<file path="src/rtl/spi_pkg.sv">
`default_nettype none
// ============================================================================
// Module   : spi_pkg
// Purpose  : Shared FSM state encoding and command-byte constants for the
//            spi_reg master/slave pair.
// Revision : 1.0 - initial release
// ============================================================================
package spi_pkg;

    typedef enum logic [2:0] {
        IDLE    = 3'd0,
        SETUP   = 3'd1,
        CMD     = 3'd2,
        GAP     = 3'd3,
        DATA    = 3'd4,
        HOLD    = 3'd5,
        RECOVER = 3'd6
    } spi_state_t;

    localparam int REG_W_DFLT = 8;
    // Position of the read/write flag in the command byte, as decoded by spi_reg.
    localparam int CMD_RW_BIT = REG_W_DFLT - 1;

endpackage
`default_nettype wire

</file>
<file path="src/rtl/spi_reg_master_if.sv">
`default_nettype none
// ============================================================================
// Module   : spi_reg_master_if
// Purpose  : Register-access request bus between a requester and spi_reg_master.
// Revision : 1.0 - initial release
// ============================================================================
interface spi_reg_master_if #(
    parameter int ADDR_W = 3,
    parameter int REG_W  = 8
);
    logic              start;
    logic              rw;
    logic [ADDR_W-1:0] addr;
    logic [REG_W-1:0]  wdata;
    logic              busy;
    logic              done;
    logic [REG_W-1:0]  rdata;

    modport master (output start, rw, addr, wdata, input busy, done, rdata);
    modport slave  (input start, rw, addr, wdata, output busy, done, rdata);
endinterface
`default_nettype wire

</file>
<file path="src/rtl/spi_reg_master_half_period_counter.sv">
`default_nettype none
// ============================================================================
// Module   : spi_half_period_counter
// Purpose  : Free-running CLK_DIV cycle counter; tick marks the last cycle of
//            each half-period, pre_tick the cycle before it.
// Revision : 1.0 - initial release
// ============================================================================
module spi_half_period_counter #(
    parameter int CLK_DIV = 4
) (
    input  wire logic clk,
    input  wire logic rst,
    input  wire logic ena,
    input  wire logic load,
    output logic      tick,
    output logic      pre_tick
);
    localparam int                CNT_W  = $clog2(CLK_DIV);
    localparam logic [CNT_W-1:0]  C_LOAD = CNT_W'(CLK_DIV - 1);

    logic [CNT_W-1:0] r_cnt;

    // Reloads itself on every tick so consecutive phases chain without gaps.
    always_ff @(posedge clk or posedge rst) begin
        if (rst) begin
            r_cnt <= C_LOAD;
        end else if (load) begin
            r_cnt <= C_LOAD;
        end else if (ena) begin
            r_cnt <= (r_cnt == '0) ? C_LOAD : r_cnt - 1'b1;
        end
    end

    assign tick     = ena && (r_cnt == '0);
    assign pre_tick = (r_cnt == CNT_W'(1));

endmodule
`default_nettype wire

</file>
<file path="src/rtl/spi_reg_master.sv">
`default_nettype none
// ============================================================================
// Module   : spi_reg_master
// Purpose  : Mode-0 SPI master issuing two-byte (command, data) register
//            frames to the spi_reg slave; captures MISO for reads.
// Revision : 1.0 - initial release
// ============================================================================
module spi_reg_master
    import spi_pkg::*;
#(
    parameter int ADDR_W  = 3,
    parameter int REG_W   = REG_W_DFLT,
    parameter int CLK_DIV = 4
) (
    input  wire logic        clk,
    input  wire logic        rst,
    input  wire logic        ena,
    spi_reg_master_if.slave  bus,
    output logic             spi_clk,
    output logic             spi_cs_n,
    output logic             spi_mosi,
    input  wire logic        spi_miso
);
    localparam int               BIT_W      = $clog2(REG_W);
    localparam logic [BIT_W-1:0] C_LAST_BIT = BIT_W'(REG_W - 1);

    spi_state_t       r_state;
    logic [REG_W-1:0] r_cmd_sh;
    logic [REG_W-1:0] r_data_sh;
    logic [REG_W-1:0] r_rx;
    logic [REG_W-1:0] r_rdata;
    logic [BIT_W-1:0] r_bit;
    logic             r_half;
    logic             r_rw;
    logic             r_busy;
    logic             r_done;
    logic             r_sclk;
    logic             r_csn;
    logic             r_mosi;
    logic [REG_W-1:0] w_cmd;
    logic             w_tick;
    logic             w_pre_tick;

    always_comb begin
        w_cmd              = '0;
        w_cmd[REG_W-1]     = bus.rw;
        w_cmd[ADDR_W-1:0]  = bus.addr;
    end

    spi_half_period_counter #(
        .CLK_DIV (CLK_DIV)
    ) u_hp_cnt (
        .clk      (clk),
        .rst      (rst),
        .ena      (ena),
        .load     (r_state == IDLE),
        .tick     (w_tick),
        .pre_tick (w_pre_tick)
    );

    always_ff @(posedge clk or posedge rst) begin
        if (rst) begin
            r_state   <= IDLE;
            r_cmd_sh  <= '0;
            r_data_sh <= '0;
            r_rx      <= '0;
            r_rdata   <= '0;
            r_bit     <= '0;
            r_half    <= 1'b0;
            r_rw      <= 1'b0;
            r_busy    <= 1'b0;
            r_done    <= 1'b0;
            r_sclk    <= 1'b0;
            r_csn     <= 1'b1;
            r_mosi    <= 1'b0;
        end else if (ena) begin
            r_done <= 1'b0;
            case (r_state)
                IDLE: begin
                    if (bus.start) begin
                        r_state   <= SETUP;
                        r_busy    <= 1'b1;
                        r_csn     <= 1'b0;
                        r_cmd_sh  <= w_cmd;
                        // Reads clock out zeros in the data byte.
                        r_data_sh <= bus.rw ? bus.wdata : '0;
                        r_rw      <= bus.rw;
                        r_mosi    <= w_cmd[REG_W-1];
                        r_bit     <= '0;
                        r_half    <= 1'b0;
                    end
                end
                SETUP: begin
                    if (w_tick) r_state <= CMD;
                end
                CMD, DATA: begin
                    if (w_tick) begin
                        if (!r_sclk) begin
                            r_sclk <= 1'b1;
                            r_rx   <= {r_rx[REG_W-2:0], spi_miso};
                        end else begin
                            r_sclk <= 1'b0;
                            r_bit  <= r_bit + 1'b1;
                            if (r_bit == C_LAST_BIT) begin
                                r_bit <= '0;
                                if (r_state == CMD) begin
                                    r_state <= GAP;
                                    r_mosi  <= r_data_sh[REG_W-1];
                                end else begin
                                    r_state <= HOLD;
                                    r_mosi  <= 1'b0;
                                end
                            end else if (r_state == CMD) begin
                                r_cmd_sh <= r_cmd_sh << 1;
                                r_mosi   <= r_cmd_sh[REG_W-2];
                            end else begin
                                r_data_sh <= r_data_sh << 1;
                                r_mosi    <= r_data_sh[REG_W-2];
                            end
                        end
                    end
                end
                GAP: begin
                    // Two half-periods: slave decodes the command and loads TX.
                    if (w_tick) begin
                        r_half <= ~r_half;
                        if (r_half) r_state <= DATA;
                    end
                end
                HOLD: begin
                    if (w_tick) begin
                        r_state <= RECOVER;
                        r_csn   <= 1'b1;
                    end
                end
                RECOVER: begin
                    if (w_pre_tick) begin
                        r_done <= 1'b1;
                        if (!r_rw) r_rdata <= r_rx;
                    end
                    if (w_tick) begin
                        r_state <= IDLE;
                        r_busy  <= 1'b0;
                    end
                end
                default: r_state <= IDLE;
            endcase
        end
    end

    assign bus.busy  = r_busy;
    assign bus.done  = r_done;
    assign bus.rdata = r_rdata;
    assign spi_clk   = r_sclk;
    assign spi_cs_n  = r_csn;
    assign spi_mosi  = r_mosi;

endmodule
`default_nettype wire

</file>
<file path="src/flat_wrapper.sv">
// flat-port wrapper written by rule: the top's interface ports become plain ports
module spi_reg_master_flat import spi_pkg::*;
#(
    parameter int ADDR_W  = 3,
    parameter int REG_W   = REG_W_DFLT,
    parameter int CLK_DIV = 4
)
  (clk, rst, ena, spi_clk, spi_cs_n, spi_mosi, spi_miso, bus_start, bus_rw, bus_addr, bus_wdata, bus_busy, bus_done, bus_rdata);
  spi_reg_master_if #(.ADDR_W(ADDR_W), .REG_W(REG_W)) bus_i ();
  input  wire logic clk;
  input  wire logic rst;
  input  wire logic ena;
  output logic spi_clk;
  output logic spi_cs_n;
  output logic spi_mosi;
  input  wire logic spi_miso;
  input wire logic [$bits(bus_i.start)-1:0] bus_start;
  input wire logic [$bits(bus_i.rw)-1:0] bus_rw;
  input wire logic [$bits(bus_i.addr)-1:0] bus_addr;
  input wire logic [$bits(bus_i.wdata)-1:0] bus_wdata;
  output wire logic [$bits(bus_i.busy)-1:0] bus_busy;
  output wire logic [$bits(bus_i.done)-1:0] bus_done;
  output wire logic [$bits(bus_i.rdata)-1:0] bus_rdata;
  assign bus_i.start = bus_start;
  assign bus_i.rw = bus_rw;
  assign bus_i.addr = bus_addr;
  assign bus_i.wdata = bus_wdata;
  assign bus_busy = bus_i.busy;
  assign bus_done = bus_i.done;
  assign bus_rdata = bus_i.rdata;
  spi_reg_master #(.ADDR_W(ADDR_W), .REG_W(REG_W), .CLK_DIV(CLK_DIV)) u_core (.clk(clk), .rst(rst), .ena(ena), .bus(bus_i), .spi_clk(spi_clk), .spi_cs_n(spi_cs_n), .spi_mosi(spi_mosi), .spi_miso(spi_miso));
endmodule
</file>
<file path="config.mk">
export PLATFORM = sky130hd
export DESIGN_NAME = spi_reg_master_flat
export DESIGN_NICKNAME = d
export VERILOG_FILES = /design/src/rtl/spi_pkg.sv /design/src/rtl/spi_reg_master_if.sv /design/src/rtl/spi_reg_master_half_period_counter.sv /design/src/rtl/spi_reg_master.sv /design/src/flat_wrapper.sv
export SDC_FILE = /design/constraint.sdc
export NUM_CORES = 1
export LEC_CHECK = 0
export ABC_CLOCK_PERIOD_IN_PS = 4000
export CAP_MARGIN = 5
export CORE_AREA = 2 2 68 70
export CTS_CLUSTER_DIAMETER = 60
export DETAILED_ROUTE_END_ITERATION = 6
export DIE_AREA = 0 0 70 72
export GPL_TIMING_DRIVEN = 0
export PLACE_DENSITY = 0.81
export SLEW_MARGIN = 20
export SYNTH_ARGS = -nofsm -noshare
export SYNTH_HDL_FRONTEND = slang
export SYNTH_SLANG_ARGS = --single-unit
</file>
<file path="constraint.sdc">
create_clock -name clk -period 4 [get_ports clk]
set_clock_uncertainty 0.05 [all_clocks]
set_input_delay 0.8 -clock clk [delete_from_list [all_inputs] [get_ports clk]]
set_output_delay 0.8 -clock clk [all_outputs]
set_load 0.03 [all_outputs]
</file>
==> flow_metrics.tcl <==
set metrics [dict create \
    period_share 0.609 \
    seq_area_frac_synth 0.510 \
    cts_resized 0 \
    finalCriticalPeriod_ns 2.44 \
    drv_slew 0 \
    antenna_found_initial 0 \
    tritoncts "done" \
    worstSetupStartpointType "input port" \
    critPathBufInv 1 \
    drive_gt1_frac 0.177 \
    cts_made_buffers 5 \
    grt-ovfl-total 0 \
    cts.sinks 46 \
    hold_path_class "flop to flop" \
    regArea_sq_um 1150 \
    grt_pass1_vias 1689 \
    ys_warn_count 0 \
    netlist_instances 216 \
    worstPathRequired_ns 4.14 \
    r2r_end "u_core.r_state[0]" \
    drcViolationCount 0 \
    die_h_microns 72 \
    layout.nets 275 \
    syn-cell-area_sq_um 2260 \
    wl_per_cell_microns 15.4 \
    holdWs_ns 0.439 \
    grt_start_max_net_pins 32 \
    peakVddDrop_v 0.000305 \
    row_count 24 \
    syn_nets 238 \
    hold_path_end "u_core.bus.busy" \
    ys_types 43 \
    synth_edf_count 0 \
    crit_chain "clkdlybuf4s50_1 -> and3_1 -> a211oi_1 -> a211oi_2 -> a21boi_2 -> mux2_1" \
    p_leak_nw 1.25 \
    arrival_ns 2.58 \
    vias 1745 \
    yosysMostFrequentCell "dfrtp_1" \
    synthTopCellsByCount "dfrtp_1 (43), nand2_1 (27), o21ai_0 (19)" \
    ff2ff_path_depth 7 \
    port_buffers 29 \
    fp.dieW_microns 70 \
    power_mw 1.46 \
    cts_hold_buf 0 \
    ant_nets 0 \
    yosysTopAreaCellShare 0.475 \
    max_stage_delay_ns 0.58 \
    antennaDiodeCount 0 \
    fmax_mhz 410 \
    postCtsSetupBuffers 0 \
    finalHoldViolations 0 \
    syn_to_final_growth_pct 21.6 \
    post-synth-top-area-cell "dfrtp_1" \
    worstSetupPathType "input port to flop" \
    relSlewSlack 0.683 \
    cts-htree-levels 2 \
    maxCapViolCount 0 \
    multi_input_area_sq_um 1020 \
    tns_ns 0 \
    synth-seq-cells 46 \
    cts.reportedPaths.clkPinSlew_ns 0.10 \
    status "finished, final reports clean" \
    cp_slowest_cell "clkdlybuf4s50_1" \
    synthTopCellsByArea "dfrtp_1 (48%), mux2_4 (5.3%), nand2_1 (4.5%)" \
    end_kind "flop" \
    avgSynthCellArea_sq_um 10.5 \
    setup_viol 0 \
    hp-start "u_core.bus.busy" \
    worst_pin_slew_ns 0.476 \
    die_area_sq_um 5040 \
    nFillCells 345 \
    routed_wl_mm 4.72 \
    cts_buffer_depth 2 \
    p_per_area_nw_per_um2 531 \
    synthArstFlopShare 1.00 \
    root_buffer "clkbuf_8" \
    place_congestion 0.887 \
    rsz0062_at_grt "no" \
    worstPathMaxFanout 6 \
    clock_latency_ns 0.30 \
    ios 30 \
    r2r_slack_ns 1.80 \
    dp_hpwl_mm 3.28 \
    worstReg2RegStart "u_core.u_hp_cnt.r_cnt[0]" \
    via_per_inst 5.70 \
    whs_path_depth 2 \
    cp.depth 6 \
    first_pass_iters 4 \
    synthFlopType "dfrtp_1" \
    drt_iter0_markers 85 \
    cp_top_family "compound AO/OA/AOI/OAI gates" \
    track_usage 0.205 \
    grt_first_pass_wirelength_mm 8.20 \
    start_util 0.531 \
    core_sq_um 4260 \
]
==> through the flow <==
step / utilization / setup WS, ns / instance area [sq um] / instances
after floorplan: - / 2.00 / 2260 / 216
after global placement: 0.614 / 1.20 / 2620 / 297
after detailed placement: 0.619 / 1.28 / 2640 / 298
after CTS: 0.645 / 1.58 / 2750 / 306
after global routing: 0.645 / 1.49 / 2750 / 306
final: 0.645 / 1.56 / 2750 / 306
==> routing by layer <==
layer	vias to the layer above	part of all wire	track usage
met4	0	0.0093	0.0556
met3	5	0.033	0.0417
met5	-	0	0
li1	829	-	-
met1	870	0.47	0.282
met2	41	0.49	0.339
==> worst max path at each step <==
| stage | start | endpoint | slack [ns] |
|---|---|---|---|
| final | ena | u_core.r_state[0] | 1.56 |
| after CTS | ena | u_core.r_state[0] | 1.58 |
| after global routing | ena | u_core.r_data_sh[3] | 1.49 |
| after detailed placement | ena | u_core.r_state[0] | 1.28 |
| after global placement | rst | u_core.r_state[0] | 1.20 |
| after floorplan | u_core.u_hp_cnt.r_cnt[0] | u_core.r_state[0] | 2.00 |
==> sequential cells by signal, summed over array words and instances (netlist names) <==
register               count
u_core.bus.rdata           8
u_core.r_state             3
u_core.bus.done            1
u_core.spi_clk             1
u_core.r_rx                8
u_core.u_hp_cnt.r_cnt      2
u_core.spi_cs_n            1
u_core.r_bit               3
u_core.spi_mosi            1
u_core.r_data_sh           8
u_core.r_cmd_sh            7
u_core.r_half              1
u_core.bus.busy            1
u_core.r_rw                1
==> layout make-up <==
cell class | instances | area share
sequential | 46 | 0.420
multi-input combinational | 149 | 0.371
timing repair buffer | 30 | 0.113
clock buffer | 5 | 0.0250
tap | 52 | 0.0236
buffer | 10 | 0.0173
clock inverter | 3 | 0.0159
inverter | 11 | 0.0150
==> logic make-up (layout without fill, tap and decap cells) <==
family	count (synthesis)	in the layout	share of synthesized area
simple gates	75	75	0.168
compound gates	48	48	0.139
flops	46	46	0.510
mux	21	21	0.116
buf+inv	21	59	0.0392
fa+ha+maj	5	5	0.0276
==> cell usage in the layout, fill, tap and decap left out, types with 2 or more instances in the layout <==
master / count
clkdlybuf4s50_1: 29
nor3_2: 2
a21o_1: 2
o21ai_0: 19
o31ai_1: 2
dfstp_2: 3
inv_1: 10
a31oi_1: 11
mux2_2: 8
buf_2: 5
nand2_1: 27
dfrtp_1: 43
a21oi_1: 4
nand3_1: 17
ha_1: 5
mux2_4: 8
clkbuf_1: 4
clkbuf_8: 5
mux2i_1: 3
nor2_1: 14
and2_1: 2
and2b_4: 2
mux2_1: 2
==> tightest hold or removal path, stage by stage, from the launching register on <==
cell and delay, ns:
dfrtp_1 0.36, nand2_1 0.05, nand2_1 0.05
==> power breakdown <==
group	internal (mW)	switching, mW
Combinational	0.185	0.268
Sequential	0.574	0.0816
Clock	0.187	0.165
No activity file was read; power rests on OpenSTA's default activity.
